$ cat config.mk
export PLATFORM = sky130hd
export DESIGN_NAME = ad7606_seq_ctrl
export DESIGN_NICKNAME = d
export VERILOG_FILES = /design/src/rtl/ad7606_seq_ctrl.sv
export SDC_FILE = /design/constraint.sdc
export NUM_CORES = 1
export LEC_CHECK = 0
export ABC_CLOCK_PERIOD_IN_PS = 3950
export CORE_MARGIN = 5
export CORE_UTILIZATION = 53
export DETAILED_ROUTE_END_ITERATION = 7
export HOLD_SLACK_MARGIN = 0.03
export PLACE_DENSITY = 0.77
export SYNTH_ARGS = -nofsm -noshare
export SYNTH_HDL_FRONTEND = slang
export SYNTH_SLANG_ARGS = --single-unit
$ cat constraint.sdc
create_clock -name clk -period 3.95 [get_ports clk]
set_clock_uncertainty 0.05 [all_clocks]
set_input_delay 0.9875 -clock clk [delete_from_list [all_inputs] [get_ports clk]]
set_output_delay 0.9875 -clock clk [all_outputs]
set_load 0.03 [all_outputs]
$ cat src/rtl/ad7606_seq_ctrl.sv
`default_nettype none
// ============================================================================
// Module   : ad7606_seq_ctrl
// Purpose  : Periodic AD7606 conversion/readout sequencer packing channel
//            pairs into a downstream FIFO.
// Revision : 1.0 - initial release
// ============================================================================
module ad7606_seq_ctrl #(
  parameter int PERIOD_MIN = 64,
  parameter int CONV_LOW   = 2,
  parameter int RD_LOW     = 2,
  parameter int RD_HIGH    = 2,
  parameter int BUSY_TO    = 1024,
  parameter int FIFO_DEPTH = 512
) (
  input  logic        clk,
  input  logic        rst_n,
  input  logic        enable,
  input  logic [15:0] period,
  input  logic        busy,
  input  logic [15:0] data_in,
  output logic        conv,
  output logic        cs_n,
  output logic        rd_n,
  input  logic [8:0]  fifo_usedw,
  output logic        fifo_wrreq,
  output logic [31:0] fifo_data,
  output logic        frame_done,
  output logic [15:0] overrun_cnt,
  output logic        timeout_err
);

  localparam int              TO_W         = $clog2(BUSY_TO + 1);
  localparam logic [15:0]     C_PERIOD_MIN = 16'(PERIOD_MIN);
  localparam logic [7:0]      C_CONV_LAST  = 8'(CONV_LOW - 1);
  localparam logic [7:0]      C_RDLO_LAST  = 8'(RD_LOW - 1);
  localparam logic [7:0]      C_RDHI_LAST  = 8'(RD_HIGH - 1);
  localparam logic [TO_W-1:0] C_BUSY_TO    = TO_W'(BUSY_TO);
  localparam logic [9:0]      C_USEDW_MAX  = 10'(FIFO_DEPTH - 4);

  typedef enum logic [2:0] {
    IDLE    = 3'd0,
    CONV    = 3'd1,
    WAIT_BH = 3'd2,
    WAIT_BL = 3'd3,
    RD_LO   = 3'd4,
    RD_HI   = 3'd5,
    WRITE   = 3'd6
  } state_t;

  state_t          r_state;
  state_t          w_state_nxt;
  logic            r_busy_m;
  logic            r_busy_s;
  logic [15:0]     r_per_cnt;
  logic [15:0]     r_per_len;
  logic [15:0]     w_period_eff;
  logic            w_tick;
  logic            w_room;
  logic            w_waiting;
  logic            w_to_expired;
  logic [7:0]      r_sub;
  logic [2:0]      r_ch;
  logic [TO_W-1:0] r_to;
  logic [31:0]     r_data;
  logic            r_done;
  logic [15:0]     r_ovr;
  logic            r_timeout;

  always_comb begin
    w_period_eff = (period < C_PERIOD_MIN) ? C_PERIOD_MIN : period;
    w_tick       = enable && (r_per_cnt == r_per_len - 16'd1);
    w_room       = ({1'b0, fifo_usedw} <= C_USEDW_MAX);
    w_waiting    = (r_state == WAIT_BH) || (r_state == WAIT_BL);
    w_to_expired = (r_to == C_BUSY_TO);
  end

  always_ff @(posedge clk or negedge rst_n) begin
    if (!rst_n) begin
      r_busy_m <= 1'b0;
      r_busy_s <= 1'b0;
    end else begin
      r_busy_m <= busy;
      r_busy_s <= r_busy_m;
    end
  end

  // The period is latched at every reload, and continuously while disabled so
  // the first interval after enable uses the current input.
  always_ff @(posedge clk or negedge rst_n) begin
    if (!rst_n) begin
      r_per_cnt <= '0;
      r_per_len <= C_PERIOD_MIN;
    end else if (!enable || w_tick) begin
      r_per_cnt <= '0;
      r_per_len <= w_period_eff;
    end else begin
      r_per_cnt <= r_per_cnt + 16'd1;
    end
  end

  always_ff @(posedge clk or negedge rst_n) begin
    if (!rst_n) r_state <= IDLE;
    else        r_state <= w_state_nxt;
  end

  always_comb begin
    w_state_nxt = r_state;
    conv        = 1'b1;
    cs_n        = 1'b1;
    rd_n        = 1'b1;
    fifo_wrreq  = 1'b0;
    fifo_data   = r_data;
    frame_done  = r_done;
    overrun_cnt = r_ovr;
    timeout_err = r_timeout;
    case (r_state)
      IDLE: if (w_tick && w_room) w_state_nxt = CONV;
      CONV: begin
        conv = 1'b0;
        if (r_sub == C_CONV_LAST) w_state_nxt = WAIT_BH;
      end
      WAIT_BH: begin
        if (w_to_expired)  w_state_nxt = IDLE;
        else if (r_busy_s) w_state_nxt = WAIT_BL;
      end
      WAIT_BL: begin
        if (w_to_expired)   w_state_nxt = IDLE;
        else if (!r_busy_s) w_state_nxt = RD_LO;
      end
      RD_LO: begin
        cs_n = 1'b0;
        rd_n = 1'b0;
        if (r_sub == C_RDLO_LAST) w_state_nxt = r_ch[0] ? WRITE : RD_HI;
      end
      // WRITE doubles as the first rd_n-high cycle after an odd channel.
      WRITE: begin
        cs_n        = 1'b0;
        fifo_wrreq  = 1'b1;
        w_state_nxt = RD_HI;
      end
      RD_HI: begin
        cs_n = 1'b0;
        if (r_sub >= C_RDHI_LAST) w_state_nxt = (r_ch == 3'd7) ? IDLE : RD_LO;
      end
      default: w_state_nxt = IDLE;
    endcase
  end

  always_ff @(posedge clk or negedge rst_n) begin
    if (!rst_n) begin
      r_sub     <= '0;
      r_ch      <= '0;
      r_to      <= '0;
      r_data    <= '0;
      r_done    <= 1'b0;
      r_ovr     <= '0;
      r_timeout <= 1'b0;
    end else begin
      r_done <= 1'b0;
      if (w_tick && (r_state != IDLE || !w_room) && r_ovr != 16'hFFFF)
        r_ovr <= r_ovr + 16'd1;
      if (w_state_nxt != r_state) r_sub <= (r_state == WRITE) ? 8'd1 : 8'd0;
      else                        r_sub <= r_sub + 8'd1;
      r_to <= w_waiting ? r_to + 1'b1 : '0;
      if (w_waiting && w_to_expired) r_timeout <= 1'b1;
      if (r_state == RD_LO && r_sub == C_RDLO_LAST) begin
        if (r_ch[0]) r_data[15:0]  <= data_in;
        else         r_data[31:16] <= data_in;
      end
      if (r_state == WAIT_BL)                           r_ch <= '0;
      else if (r_state == RD_HI && w_state_nxt == RD_LO) r_ch <= r_ch + 3'd1;
      if (r_state == RD_HI && w_state_nxt == IDLE) r_done <= 1'b1;
    end
  end

endmodule
`default_nettype wire

==> metrics.txt <==
total global routing overflow 0; effective utilization at floorplan 54.2%; setup slack at placement 0.500 ns; maximum operating frequency 302 MHz; chain of cells forming the critical path or4_1, or4_4, a21oi_2, o2111ai_1, or4b_1, buf_4, nor3_1, xor2_1; worst-path cell with the longest stage delay sky130_fd_sc_hd__or4_1; fin cells 743; Final min period 3.31 ns; proportion of power drawn by flip-flops and latches 49.9%; cell count of the worst hold path 0; First-pass DRT Iterations 4; instance count after placement with tap cells included 727; Hold Buf Count CTS 0; sum of routed wire length over all layers 12000 um; final cell area excluding filler cells 6920 sq um; setup violators final 0; DR WL/cell 16.2 um; count of pins over their slew limit 0; EDFF count, synth 0; crit path launch type flip-flop; detail-routed via count per cell 5.54; number of gates given a new drive strength after cts 0; die area 12700 sq um; remaining antenna violation count 0; number of standard cells after synthesis 503; Most Used Layer, Global Route met2; Post-Synthesis Cell Area 5570 sq um; post-synthesis register bit count 109; final hold slack 0.355 ns; post-CTS setup buffers 0; slew at the pin closest to its max-slew limit 0.776 ns; headroom to the max-slew limit 48.3%; Largest stage delay, worst path 0.68 ns; endpoint with the worst hold slack r_busy_s$_DFF_PN0_; IO Pins 99; hold violation total from the final report 0; Sw Pwr 0.803 mW; Layout area overhead 24.3%; Clock H-tree levels 3; Num Clock Sinks 109; number of cells on the critical path 8; post-synthesis average cell area 11.1 sq um; net total in the final layout 657; data arrival time at the worst-slack endpoint 3.56 ns; type of the worst setup path flip-flop to flip-flop; count of standard-cell rows 37; cell chosen for the clock root sky130_fd_sc_hd__clkbuf_8; max-capacitance violation count 0; number of buffer and inverter instances along the worst setup path 1; cts bufs inserted 9; met3 track demand over resource in global routing 5.01%; Critical Path End Type flip-flop; hold path start r_busy_m$_DFF_PN0_; number of DRC violations after detailed-routing iteration 0 153; largest cells by area after synthesis sky130_fd_sc_hd__dfrtp_1 (49%), sky130_fd_sc_hd__mux2_2 (9.3%), sky130_fd_sc_hd__xnor2_1 (4.9%); later-pin clock latency in the skew report 0.38 ns; clock tree buffer depth 2; sequential-to-total area share from yosys stat 49.0%; total DRC errors in the routed layout 0; post-synth top area share 48.5%; area leader, netlist sky130_fd_sc_hd__dfrtp_1; number of cells on the worst reg-to-reg path 8; vertical extent of the die 113 um; ant diodes 0; TritonCTS clock tree done; placeable core region 10300 sq um; dominant synthesized flop cell sky130_fd_sc_hd__dfrtp_1; kind of cell adding the most delay to the critical path simple AND/OR/NAND/NOR gates; worst min-delay path category flip-flop to flip-flop; aggregate global-route resource usage 19.7%; number of warnings printed during yosys synthesis 0; Horiz. Die Dim 113 um; final weighted congestion of routability-driven global placement 0.865; switching part of the total 30.7%; largest voltage drop on the vdd net 0.000235 V; met2 Track Usage GR 34.1%; Static Leakage 3.05 nW; via count of the first global-routing pass 4290; layout cells sized above 1 15.3%; critical path required time 4.20 ns; clock edge transition at the registers on the reported setup and hold paths 0.10 ns; Setup Total Neg Slack 0 ns; capturing point of the worst reg2reg path overrun_cnt[9]$_DFFE_PN0P_; Final Power 2.61 mW; reg-to-reg setup timing slack 0.64 ns; Setup WS post-layout 0.640 ns; result of the run completed; RSZ-0062 raised after global routing false; peak fanout along the critical path 15; largest net degree at the start of global routing 61; # port buffers 98; post-synthesis cell type count 55; via count 4114; syn_nets 558; core utilization of the finished layout 67.4%; placement-stage cell area 6700 sq um; internal power 1.81 mW; number of antenna violations at the first check in global routing 0; startpoint of the worst register-to-register path r_per_len[2]$_DFFE_PN0N_; combinational fraction of design power 21.3%; global routing usage on met1 24.7%; ratio of final minimum period to clock period 83.8%; share of synthesized flip-flops with an asynchronous set or reset 100%; first-pass GRT wire length 20400 um; Detailed Place HPWL 8830 um; total power divided by cell area 377 nW/um^2; clock power share 28.8%
==> per-layer routing <==
metal  up-vias  share of wire (%)
met5         -                  0
met4         0                1.2
met3        11                3.9
met2        71                 52
met1      2077                 43
li1       1955                  -
==> cell type report <==
class / count / area [sq um]
Fill cell: 806 / 3350
Sequential cell: 109 / 2730
Multi-Input combinational cell: 361 / 2710
Timing Repair Buffer: 104 / 1040
Tap cell: 136 / 170
Clock buffer: 10 / 128
Clock inverter: 6 / 92.6
Inverter: 17 / 63.8
==> Yosys cell counts, drive strengths merged, types with 9 or more instances <==
cell	number
and2	17
clkbuf	13
nor3	17
xor2	31
ha	10
mux2	47
nand3	29
nand2	27
nor2	27
mux2i	9
xnor2	31
nor4	10
and3	9
dfrtp	108
a21oi	17
inv	17
==> kinds of logic (layout without fill, tap and decap cells) <==
kind of cell | count (synthesis) | in the layout | share of synthesized area [%]
AO/OA/AOI/OAI | 42 | 42 | 4.87
buffers and inverters | 33 | 137 | 2.58
multiplexers | 56 | 56 | 11.2
adder cells (fa/ha/maj) | 10 | 10 | 2.25
flip-flops | 109 | 109 | 49.0
XOR/XNOR | 63 | 63 | 10.2
AND/OR/NAND/NOR | 190 | 190 | 20.0
==> power groups by stage <==
stage | combinational [mW] | sequential (mW) | clock, mW
2_1_floorplan | 0.379 | 1.30 | 0
3_3_place_gp | 0.532 | 1.32 | 0
3_5_place_dp | 0.556 | 1.32 | 0
4_1_cts | 0.558 | 1.30 | 0.780
5_1_grt | 0.618 | 1.32 | 0.822
6_report | 0.556 | 1.30 | 0.753
==> placed cells by master (no fill, tap or decap), types with 3 or more instances in the layout <==
cell,instances
sky130_fd_sc_hd__nand3_1,29
sky130_fd_sc_hd__nor4_1,9
sky130_fd_sc_hd__xnor2_1,31
sky130_fd_sc_hd__and3_1,9
sky130_fd_sc_hd__or3_1,8
sky130_fd_sc_hd__clkdlybuf4s50_1,97
sky130_fd_sc_hd__nand4_1,4
sky130_fd_sc_hd__o21ai_0,7
sky130_fd_sc_hd__nor2_1,27
sky130_fd_sc_hd__or2_2,3
sky130_fd_sc_hd__mux2i_1,9
sky130_fd_sc_hd__inv_1,17
sky130_fd_sc_hd__nor3_1,6
sky130_fd_sc_hd__nor3_2,10
sky130_fd_sc_hd__mux2_2,46
sky130_fd_sc_hd__ha_1,10
sky130_fd_sc_hd__clkbuf_8,9
sky130_fd_sc_hd__a21oi_1,16
sky130_fd_sc_hd__nor3b_1,5
sky130_fd_sc_hd__and2_1,17
sky130_fd_sc_hd__buf_4,6
sky130_fd_sc_hd__nand2b_1,7
sky130_fd_sc_hd__and4_1,3
sky130_fd_sc_hd__or4_1,7
sky130_fd_sc_hd__nand2_1,27
sky130_fd_sc_hd__xor2_1,31
sky130_fd_sc_hd__nor2b_1,7
sky130_fd_sc_hd__dfrtp_1,108
==> worst max path at each step <==
stage / from / endpoint / slack [ns]
floorplan: r_per_len[2]$_DFFE_PN0N_ / overrun_cnt[1]$_DFFE_PN0P_ / 0.84
global placement: fifo_usedw[8] / overrun_cnt[13]$_DFFE_PN0P_ / 0.57
detailed placement: fifo_usedw[8] / overrun_cnt[13]$_DFFE_PN0P_ / 0.50
CTS: r_per_len[2]$_DFFE_PN0N_ / overrun_cnt[9]$_DFFE_PN0P_ / 0.63
global route: r_per_len[2]$_DFFE_PN0N_ / r_sub[4]$_DFF_PN0_ / 0.44
finish: r_per_len[2]$_DFFE_PN0N_ / overrun_cnt[9]$_DFFE_PN0P_ / 0.64
==> state kept, by name (all words and copies together), names as in the netlist, 3 cells and up <==
name         cells
r_state          3
r_to            11
r_ch             3
fifo_data       32
r_per_cnt       16
r_per_len       16
r_sub            8
overrun_cnt     16
Power figures use the tool's default switching activity.
